$ cat config.mk
export PLATFORM = sky130hd
export DESIGN_NAME = axi_lite_bram_ctrl_flat
export DESIGN_NICKNAME = d
export VERILOG_FILES = /design/src/rtl/axi_bram_pkg.sv /design/src/rtl/axi_lite_bram_ctrl_if.sv /design/src/rtl/axi_bram_rr_arb.sv /design/src/rtl/axi_lite_bram_ctrl.sv /design/src/flat_wrapper.sv
export SDC_FILE = /design/constraint.sdc
export NUM_CORES = 1
export LEC_CHECK = 0
export BUFFER_PORTS_ARGS = -buffer_cell sky130_fd_sc_hd__buf_2
export CORE_MARGIN = 4
export CORE_UTILIZATION = 44
export CTS_BUF_LIST = sky130_fd_sc_hd__clkbuf_2
export DETAILED_ROUTE_END_ITERATION = 12
export HOLD_SLACK_MARGIN = 0.05
export PLACE_DENSITY = 0.82
export SLEW_MARGIN = 5
export SYNTH_ARGS = -nofsm -noshare
export SYNTH_HDL_FRONTEND = slang
export SYNTH_HIERARCHICAL = 1
export SYNTH_SLANG_ARGS = --single-unit
$ cat constraint.sdc
create_clock -name Clk_CI -period 2.3 [get_ports Clk_CI]
set_input_delay 0.345 -clock Clk_CI [delete_from_list [all_inputs] [get_ports Clk_CI]]
set_output_delay 0.345 -clock Clk_CI [all_outputs]
set_load 0.01 [all_outputs]
$ cat src/rtl/axi_bram_pkg.sv
`default_nettype none
// ============================================================================
// Module      : axi_bram_pkg
// Description : Shared FSM state encoding, AXI response codes and an
//               address-alignment helper for the AXI-Lite BRAM controller.
// Revision    : 1.0 - initial release
// ============================================================================
package axi_bram_pkg;

    typedef enum logic [2:0] {
        ST_IDLE    = 3'd0,
        ST_WR_ACC  = 3'd1,
        ST_RD_ACC  = 3'd2,
        ST_RD_WAIT = 3'd3,
        ST_WR_RESP = 3'd4,
        ST_RD_RESP = 3'd5
    } state_t;

    localparam logic [1:0] RESP_OKAY   = 2'b00;
    localparam logic [1:0] RESP_SLVERR = 2'b10;

    // Number of byte-offset bits inside one data word.
    function automatic int align_bits(input int data_width);
        return $clog2(data_width / 8);
    endfunction

endpackage
`default_nettype wire

$ cat src/rtl/axi_lite_bram_ctrl_if.sv
`default_nettype none
// ============================================================================
// Module      : axi_lite_bram_ctrl_if
// Description : AXI4-Lite channel bundle (AW, W, B, AR, R) with master and
//               slave views.
// Revision    : 1.0 - initial release
// ============================================================================
interface axi_lite_bram_ctrl_if #(
    parameter int AXI_ADDR_WIDTH = 32,
    parameter int DATA_WIDTH     = 32
);
    logic [AXI_ADDR_WIDTH-1:0] AwAddr_DI;
    logic                      AwValid_SI;
    logic                      AwReady_SO;
    logic [DATA_WIDTH-1:0]     WData_DI;
    logic [DATA_WIDTH/8-1:0]   WStrb_DI;
    logic                      WValid_SI;
    logic                      WReady_SO;
    logic [1:0]                BResp_DO;
    logic                      BValid_SO;
    logic                      BReady_SI;
    logic [AXI_ADDR_WIDTH-1:0] ArAddr_DI;
    logic                      ArValid_SI;
    logic                      ArReady_SO;
    logic [DATA_WIDTH-1:0]     RData_DO;
    logic [1:0]                RResp_DO;
    logic                      RValid_SO;
    logic                      RReady_SI;

    modport master (
        output AwAddr_DI, AwValid_SI, WData_DI, WStrb_DI, WValid_SI,
        output BReady_SI, ArAddr_DI, ArValid_SI, RReady_SI,
        input  AwReady_SO, WReady_SO, BResp_DO, BValid_SO,
        input  ArReady_SO, RData_DO, RResp_DO, RValid_SO
    );

    modport slave (
        input  AwAddr_DI, AwValid_SI, WData_DI, WStrb_DI, WValid_SI,
        input  BReady_SI, ArAddr_DI, ArValid_SI, RReady_SI,
        output AwReady_SO, WReady_SO, BResp_DO, BValid_SO,
        output ArReady_SO, RData_DO, RResp_DO, RValid_SO
    );
endinterface
`default_nettype wire

$ cat src/rtl/axi_bram_rr_arb.sv
`default_nettype none
// ============================================================================
// Module      : axi_bram_rr_arb
// Description : Two-way round-robin arbiter between the write and read
//               directions; priority starts on read and flips on every grant.
// Revision    : 1.0 - initial release
// ============================================================================
module axi_bram_rr_arb (
    input  logic Clk_CI,
    input  logic Rst_RBI,
    input  logic i_wr_pend,
    input  logic i_rd_pend,
    input  logic i_take,
    output logic o_wr_gnt,
    output logic o_rd_gnt
);
    logic r_prio_wr;

    always_comb begin
        o_rd_gnt = i_rd_pend & (~i_wr_pend | ~r_prio_wr);
        o_wr_gnt = i_wr_pend & (~i_rd_pend |  r_prio_wr);
    end

    // The direction just served loses priority to the other one.
    always_ff @(posedge Clk_CI or negedge Rst_RBI) begin
        if (!Rst_RBI) begin
            r_prio_wr <= 1'b0;
        end else if (i_take) begin
            r_prio_wr <= o_rd_gnt;
        end
    end
endmodule
`default_nettype wire

$ cat src/rtl/axi_lite_bram_ctrl.sv
`default_nettype none
// ============================================================================
// Module      : axi_lite_bram_ctrl
// Description : AXI4-Lite slave driving a single-port BRAM, one transaction
//               at a time. Optional macro AXI_BRAM_RANGE_CHECK_EN answers
//               out-of-range addresses with SLVERR without touching the BRAM.
// Revision    : 1.0 - initial release
// ============================================================================
module axi_lite_bram_ctrl
    import axi_bram_pkg::*;
#(
    parameter int AXI_ADDR_WIDTH = 32,
    parameter int DATA_WIDTH     = 32,
    parameter int ADDR_WIDTH     = 18,
    parameter int RD_LATENCY     = 1
) (
    input  logic                    Clk_CI,
    input  logic                    Rst_RBI,
    axi_lite_bram_ctrl_if.slave     s_axi,
    output logic                    Bram_Clk_CO,
    output logic                    Bram_Rst_RO,
    output logic                    Bram_En_SO,
    output logic [ADDR_WIDTH-1:0]   Bram_Addr_SO,
    output logic [DATA_WIDTH-1:0]   Bram_Wr_DO,
    output logic [DATA_WIDTH/8-1:0] Bram_WrEn_SO,
    input  logic [DATA_WIDTH-1:0]   Bram_Rd_DI
);
    localparam int                    c_align_bits = align_bits(DATA_WIDTH);
    localparam int                    c_strb_w     = DATA_WIDTH / 8;
    localparam logic [ADDR_WIDTH-1:0] c_align_mask = {ADDR_WIDTH{1'b1}} << c_align_bits;
    localparam logic [1:0]            c_wait_last  = 2'(RD_LATENCY - 2);

    state_t                r_state;
    state_t                w_state_nxt;
    logic [ADDR_WIDTH-1:0] r_addr;
    logic [DATA_WIDTH-1:0] r_wdata;
    logic [DATA_WIDTH-1:0] r_rdata;
    logic [c_strb_w-1:0]   r_wstrb;
    logic [1:0]            r_bresp;
    logic [1:0]            r_rresp;
    logic [1:0]            r_wait_cnt;

    logic w_wr_pend, w_rd_pend;
    logic w_wr_gnt, w_rd_gnt;
    logic w_idle, w_wr_hs, w_rd_hs;
    logic w_wr_oor, w_rd_oor;
    logic w_rd_capture;

    assign Bram_Clk_CO    = Clk_CI;
    assign Bram_Rst_RO    = ~Rst_RBI;
    assign Bram_Addr_SO   = r_addr;
    assign Bram_Wr_DO     = r_wdata;
    assign s_axi.BResp_DO = r_bresp;
    assign s_axi.RResp_DO = r_rresp;
    assign s_axi.RData_DO = r_rdata;

    assign w_wr_pend = s_axi.AwValid_SI & s_axi.WValid_SI;
    assign w_rd_pend = s_axi.ArValid_SI;
    // Readiness is held off while reset is asserted even though the state is IDLE.
    assign w_idle    = (r_state == ST_IDLE) & Rst_RBI;
    assign w_wr_hs   = w_idle & w_wr_gnt;
    assign w_rd_hs   = w_idle & w_rd_gnt;

`ifdef AXI_BRAM_RANGE_CHECK_EN
    assign w_wr_oor = (s_axi.AwAddr_DI >> ADDR_WIDTH) != '0;
    assign w_rd_oor = (s_axi.ArAddr_DI >> ADDR_WIDTH) != '0;
`else
    assign w_wr_oor = 1'b0;
    assign w_rd_oor = 1'b0;
`endif

    axi_bram_rr_arb u_arb (
        .Clk_CI    (Clk_CI),
        .Rst_RBI   (Rst_RBI),
        .i_wr_pend (w_wr_pend),
        .i_rd_pend (w_rd_pend),
        .i_take    (w_wr_hs | w_rd_hs),
        .o_wr_gnt  (w_wr_gnt),
        .o_rd_gnt  (w_rd_gnt)
    );

    always_ff @(posedge Clk_CI or negedge Rst_RBI) begin
        if (!Rst_RBI) begin
            r_state <= ST_IDLE;
        end else begin
            r_state <= w_state_nxt;
        end
    end

    always_comb begin
        w_state_nxt       = r_state;
        w_rd_capture      = 1'b0;
        s_axi.AwReady_SO  = 1'b0;
        s_axi.WReady_SO   = 1'b0;
        s_axi.ArReady_SO  = 1'b0;
        s_axi.BValid_SO   = 1'b0;
        s_axi.RValid_SO   = 1'b0;
        Bram_En_SO        = 1'b0;
        Bram_WrEn_SO      = '0;
        case (r_state)
            ST_IDLE: begin
                s_axi.AwReady_SO = w_wr_hs;
                s_axi.WReady_SO  = w_wr_hs;
                s_axi.ArReady_SO = w_rd_hs;
                if (w_wr_hs) begin
                    w_state_nxt = w_wr_oor ? ST_WR_RESP : ST_WR_ACC;
                end else if (w_rd_hs) begin
                    w_state_nxt = w_rd_oor ? ST_RD_RESP : ST_RD_ACC;
                end
            end
            ST_WR_ACC: begin
                Bram_En_SO   = 1'b1;
                Bram_WrEn_SO = r_wstrb;
                w_state_nxt  = ST_WR_RESP;
            end
            ST_RD_ACC: begin
                Bram_En_SO = 1'b1;
                if (RD_LATENCY == 1) begin
                    w_state_nxt  = ST_RD_RESP;
                    w_rd_capture = 1'b1;
                end else begin
                    w_state_nxt  = ST_RD_WAIT;
                end
            end
            ST_RD_WAIT: begin
                if (r_wait_cnt == c_wait_last) begin
                    w_state_nxt  = ST_RD_RESP;
                    w_rd_capture = 1'b1;
                end
            end
            ST_WR_RESP: begin
                s_axi.BValid_SO = 1'b1;
                if (s_axi.BReady_SI) begin
                    w_state_nxt = ST_IDLE;
                end
            end
            ST_RD_RESP: begin
                s_axi.RValid_SO = 1'b1;
                if (s_axi.RReady_SI) begin
                    w_state_nxt = ST_IDLE;
                end
            end
            default: w_state_nxt = ST_IDLE;
        endcase
    end

    always_ff @(posedge Clk_CI or negedge Rst_RBI) begin
        if (!Rst_RBI) begin
            r_addr     <= '0;
            r_wdata    <= '0;
            r_wstrb    <= '0;
            r_rdata    <= '0;
            r_bresp    <= RESP_OKAY;
            r_rresp    <= RESP_OKAY;
            r_wait_cnt <= '0;
        end else begin
            if (w_wr_hs) begin
                r_addr  <= s_axi.AwAddr_DI[ADDR_WIDTH-1:0] & c_align_mask;
                r_wdata <= s_axi.WData_DI;
                r_wstrb <= s_axi.WStrb_DI;
                r_bresp <= w_wr_oor ? RESP_SLVERR : RESP_OKAY;
            end else if (w_rd_hs) begin
                r_addr  <= s_axi.ArAddr_DI[ADDR_WIDTH-1:0] & c_align_mask;
                r_rresp <= w_rd_oor ? RESP_SLVERR : RESP_OKAY;
                if (w_rd_oor) begin
                    r_rdata <= '0;
                end
            end
            if (w_rd_capture) begin
                r_rdata <= Bram_Rd_DI;
            end
            if (r_state == ST_RD_ACC) begin
                r_wait_cnt <= '0;
            end else if (r_state == ST_RD_WAIT) begin
                r_wait_cnt <= r_wait_cnt + 2'd1;
            end
        end
    end
endmodule
`default_nettype wire

$ cat src/flat_wrapper.sv
// flat-port wrapper written by rule: the top's interface ports become plain ports
module axi_lite_bram_ctrl_flat import axi_bram_pkg::*;
#(
    parameter int AXI_ADDR_WIDTH = 32,
    parameter int DATA_WIDTH     = 32,
    parameter int ADDR_WIDTH     = 18,
    parameter int RD_LATENCY     = 1
)
  (Clk_CI, Rst_RBI, Bram_Clk_CO, Bram_Rst_RO, Bram_En_SO, Bram_Addr_SO, Bram_Wr_DO, Bram_WrEn_SO, Bram_Rd_DI, s_axi_AwAddr_DI, s_axi_AwValid_SI, s_axi_WData_DI, s_axi_WStrb_DI, s_axi_WValid_SI, s_axi_BReady_SI, s_axi_ArAddr_DI, s_axi_ArValid_SI, s_axi_RReady_SI, s_axi_AwReady_SO, s_axi_WReady_SO, s_axi_BResp_DO, s_axi_BValid_SO, s_axi_ArReady_SO, s_axi_RData_DO, s_axi_RResp_DO, s_axi_RValid_SO);
  axi_lite_bram_ctrl_if #(.AXI_ADDR_WIDTH(AXI_ADDR_WIDTH), .DATA_WIDTH(DATA_WIDTH)) s_axi_i ();
  input  logic Clk_CI;
  input  logic Rst_RBI;
  output logic Bram_Clk_CO;
  output logic Bram_Rst_RO;
  output logic Bram_En_SO;
  output logic [ADDR_WIDTH-1:0] Bram_Addr_SO;
  output logic [DATA_WIDTH-1:0] Bram_Wr_DO;
  output logic [DATA_WIDTH/8-1:0] Bram_WrEn_SO;
  input  logic [DATA_WIDTH-1:0] Bram_Rd_DI;
  input wire logic [$bits(s_axi_i.AwAddr_DI)-1:0] s_axi_AwAddr_DI;
  input wire logic [$bits(s_axi_i.AwValid_SI)-1:0] s_axi_AwValid_SI;
  input wire logic [$bits(s_axi_i.WData_DI)-1:0] s_axi_WData_DI;
  input wire logic [$bits(s_axi_i.WStrb_DI)-1:0] s_axi_WStrb_DI;
  input wire logic [$bits(s_axi_i.WValid_SI)-1:0] s_axi_WValid_SI;
  input wire logic [$bits(s_axi_i.BReady_SI)-1:0] s_axi_BReady_SI;
  input wire logic [$bits(s_axi_i.ArAddr_DI)-1:0] s_axi_ArAddr_DI;
  input wire logic [$bits(s_axi_i.ArValid_SI)-1:0] s_axi_ArValid_SI;
  input wire logic [$bits(s_axi_i.RReady_SI)-1:0] s_axi_RReady_SI;
  output wire logic [$bits(s_axi_i.AwReady_SO)-1:0] s_axi_AwReady_SO;
  output wire logic [$bits(s_axi_i.WReady_SO)-1:0] s_axi_WReady_SO;
  output wire logic [$bits(s_axi_i.BResp_DO)-1:0] s_axi_BResp_DO;
  output wire logic [$bits(s_axi_i.BValid_SO)-1:0] s_axi_BValid_SO;
  output wire logic [$bits(s_axi_i.ArReady_SO)-1:0] s_axi_ArReady_SO;
  output wire logic [$bits(s_axi_i.RData_DO)-1:0] s_axi_RData_DO;
  output wire logic [$bits(s_axi_i.RResp_DO)-1:0] s_axi_RResp_DO;
  output wire logic [$bits(s_axi_i.RValid_SO)-1:0] s_axi_RValid_SO;
  assign s_axi_i.AwAddr_DI = s_axi_AwAddr_DI;
  assign s_axi_i.AwValid_SI = s_axi_AwValid_SI;
  assign s_axi_i.WData_DI = s_axi_WData_DI;
  assign s_axi_i.WStrb_DI = s_axi_WStrb_DI;
  assign s_axi_i.WValid_SI = s_axi_WValid_SI;
  assign s_axi_i.BReady_SI = s_axi_BReady_SI;
  assign s_axi_i.ArAddr_DI = s_axi_ArAddr_DI;
  assign s_axi_i.ArValid_SI = s_axi_ArValid_SI;
  assign s_axi_i.RReady_SI = s_axi_RReady_SI;
  assign s_axi_AwReady_SO = s_axi_i.AwReady_SO;
  assign s_axi_WReady_SO = s_axi_i.WReady_SO;
  assign s_axi_BResp_DO = s_axi_i.BResp_DO;
  assign s_axi_BValid_SO = s_axi_i.BValid_SO;
  assign s_axi_ArReady_SO = s_axi_i.ArReady_SO;
  assign s_axi_RData_DO = s_axi_i.RData_DO;
  assign s_axi_RResp_DO = s_axi_i.RResp_DO;
  assign s_axi_RValid_SO = s_axi_i.RValid_SO;
  axi_lite_bram_ctrl #(.AXI_ADDR_WIDTH(AXI_ADDR_WIDTH), .DATA_WIDTH(DATA_WIDTH), .ADDR_WIDTH(ADDR_WIDTH), .RD_LATENCY(RD_LATENCY)) u_core (.Clk_CI(Clk_CI), .Rst_RBI(Rst_RBI), .s_axi(s_axi_i), .Bram_Clk_CO(Bram_Clk_CO), .Bram_Rst_RO(Bram_Rst_RO), .Bram_En_SO(Bram_En_SO), .Bram_Addr_SO(Bram_Addr_SO), .Bram_Wr_DO(Bram_Wr_DO), .Bram_WrEn_SO(Bram_WrEn_SO), .Bram_Rd_DI(Bram_Rd_DI));
endmodule
==> summary.md <==
| Metric | Value |
|---|---|
| Global-route wire length before repair | `19600 um` |
| Number of synthesized flops with an enable pin | `0` |
| Post-DP HPWL | `7300 um` |
| Initial antenna violation count | `0` |
| VDD IR max | `0.642 mV` |
| Core area | `between 8000 and 9000 um^2` |
| GRT overflow | `0` |
| Crit path kind | `flop to primary output` |
| Min Tclk post-route | `approximately 2.2 ns` |
| Layout net count | `roughly 760` |
| Setup Skew | `approximately 0.022 ns` |
| Yosys reg bits | `90` |
| Die area | `10300 um^2` |
| Fin. max-slew vios | `0` |
| Placer congestion estimate | `0.776` |
| Hold path depth | `4` |
| Clock power share | `0.147` |
| NetSw | `2.49 mW` |
| Vias | `3701` |
| Worst slew pin tran | `1.14 ns` |
| Starting Density | `0.460` |
| Status | `complete, no violations` |
| DR DRC count | `0` |
| Primary FF master, synth | `dfrtp_1` |
| Vias/cell | `5.08` |
| Max Cap Viol | `0` |
| Post-synthesis sequential area ratio | `0.587` |
| Post-layout util | `0.758` |
| Top Ports | `237` |
| Routed Antenna Nets | `0` |
| Die W | `a little over 100 um` |
| Sw frac | `0.372` |
| Crit start category | `flop` |
| Ys async rst share | `1.00` |
| Hold Violations, Final | `0` |
| Combinational fraction of design power | `0.438` |
| Synth warnings | `6` |
| Worst skew pair latency | `0.60 ns` |
| Layout cells sized above 1 | `0.469` |
| Worst setup EP type | `primary output` |
| Syn_area_per_cell | `12.9 um^2` |
| Fillers | `about 530` |
| P per Cell Area | `1060 nW/um^2` |
| Largest net degree at the start of global routing | `77` |
| Final Cycle Share | `0.955` |
| Area growth syn-to-layout | `65.0%` |
| Internal Power | `4.19 mW` |
| Vias in the first global route | `4007` |
| Most frequent cells in the layout | `buf_2, dlygate4sd3_1, dfrtp_1` |
| Wire per inst | `17.8 um` |
| Port buffer count | `198` |
| Crit path max fanout | `3` |
| Critical Path AT | `around 1.9 ns` |
| Synth Cell Area | `3830 um^2` |
| DRT Pass-1 Iters | `4` |
| Clk slew on worst S/H paths | `0.23 ns` |
| Fin area | `6330 um^2` |
| Placed instance area | `around 4900 um^2` |
| Fmax achieved | `455 MHz` |
| Iter 0 DRT Violations | `112` |
| Worst EP required | `1.96 ns` |
| Sequential power share | `0.415` |
| Die height | `101 um` |
| Global-route usage over all layers | `0.248` |
| Detailed Route WL | `roughly 13000 um` |
| Hold crit path type | `input pin to flop` |
| Most common cell after layout, fill and taps aside | `buf_2` |
| Yosys cell types | `32` |
| Hold_ws | `0.238 ns` |
| Placement Rows | `33` |
| CTS tree | `done` |
| Worst R2R Path Depth | `5` |
| P_leak | `3.12 nW` |
| Max_slew headroom | `0.238` |
| ANT cells | `0` |
| Syn Inst Count | `298` |
| Final setup fails | `0` |
[per-stage QoR]
stage	power (mW)	std cells	TNS, ns	worst slack [ns]
after floorplan	4.23	303	0	0.273
after global placement	5.25	590	0	0.127
after detailed placement	5.40	590	0	0.0835
after CTS	6.55	716	0	0.0249
after global routing	7.12	728	-0.0577	-0.0292
final	6.68	728	0	0.103
[cell usage after synthesis (2+ instances only)]
cell type	n	area share
nand2b_1	4	0.0065
and2_1	5	0.0082
clkbuf_1	10	0.0098
mux2_1	31	0.091
buf_4	8	0.016
nand2_1	22	0.022
nor3_1	2	0.0026
nor2_1	3	0.0029
buf_2	9	0.012
dfrtp_1	90	0.59
mux2_2	37	0.11
o21ai_0	2	0.0026
a31oi_1	2	0.0033
inv_1	8	0.0078
nand3_1	32	0.042
a32oi_1	16	0.037
nor3b_1	2	0.0039
[worst paths after layout]
path	start	endpoint	slack (ns)
max in group asynchronous	Rst_RBI	u_core/r_state[2]$_DFFE_PN0P_	1.07
hold / removal	s_axi_ArValid_SI	u_core/r_state[1]$_DFFE_PN0P_	0.24
hold reg to reg	u_core/r_wstrb[1]$_DFFE_PN0N_	u_core/r_wstrb[1]$_DFFE_PN0N_	0.52
min in group asynchronous	Rst_RBI	u_core/Bram_Wr_DO[31]$_DFFE_PN0N_	0.58
setup reg to reg	u_core/u_arb/r_prio_wr$_DFFE_PN0P_	u_core/u_arb/r_prio_wr$_DFFE_PN0P_	0.29
setup / recovery	u_core/r_state[0]$_DFFE_PN0P_	s_axi_ArReady_SO	0.10
[sequential cells by signal (all words and copies together), names as in the netlist]
register,flops
u_core/Bram_Wr_DO,32
u_core/r_state,3
u_core/r_wait_cnt,2
u_core/s_axi.RData_DO,32
u_core/Bram_Addr_SO,16
u_core/r_wstrb,4
u_core/u_arb/r_prio_wr,1
[worst max-delay path: stages (launching register included)]
cell and delay, ns:
dfrtp_1 0.49, nor4b_4 0.33, buf_4 0.16, nand2_1 0.09, inv_2 0.08, buf_6 0.10
[cell families after synthesis]
kind of cell / share of synthesized area
AOI/OAI and AO/OA: 0.0578
buffers and inverters: 0.0450
and+or+nand+nor: 0.0995
muxes: 0.204
other: 0.000978
xor gates and xnor gates: 0.00229
DFF: 0.587
adders and majority gates: 0.00326
[power groups by stage]
stage	Sequential (mW)	Clock [mW]	Combinational, mW
after detailed placement	2.79	0.0263	2.59
after CTS	2.74	1.01	2.80
after floorplan	3.09	0.0358	1.10
after global routing	2.87	1.08	3.16
after global placement	2.73	0.0263	2.49
final	2.77	0.984	2.92
[timing repair]
action                                  4_1_cts  5_1_grt
hold endpoints to repair                    100        4
hold buffers                                103        2
gates resized for setup                       6       15
gates cloned                                  0        1
endpoints found under the setup margin        6       15
setup buffers                                 4        9
pin swaps                                     1        5
[routing by layer]
layer | share of wire | global-route usage
met5 | 0 | 0
met4 | 0.028 | 0.103
met3 | 0.081 | 0.0778
met2 | 0.53 | 0.457
met1 | 0.36 | 0.259
[area by class of cell]
type / instances / area [um^2] / area share
clock inverter: 6 / 90.1 / 0.0142
timing repair buffer: 327 / 2290 / 0.361
multi-input combinational: 178 / 1460 / 0.231
sequential: 90 / 2250 / 0.356
clock buffer: 14 / 70.1 / 0.0111
tap: 105 / 131 / 0.0208
inverter: 8 / 35.0 / 0.00554
Power figures use the tool's default switching activity.
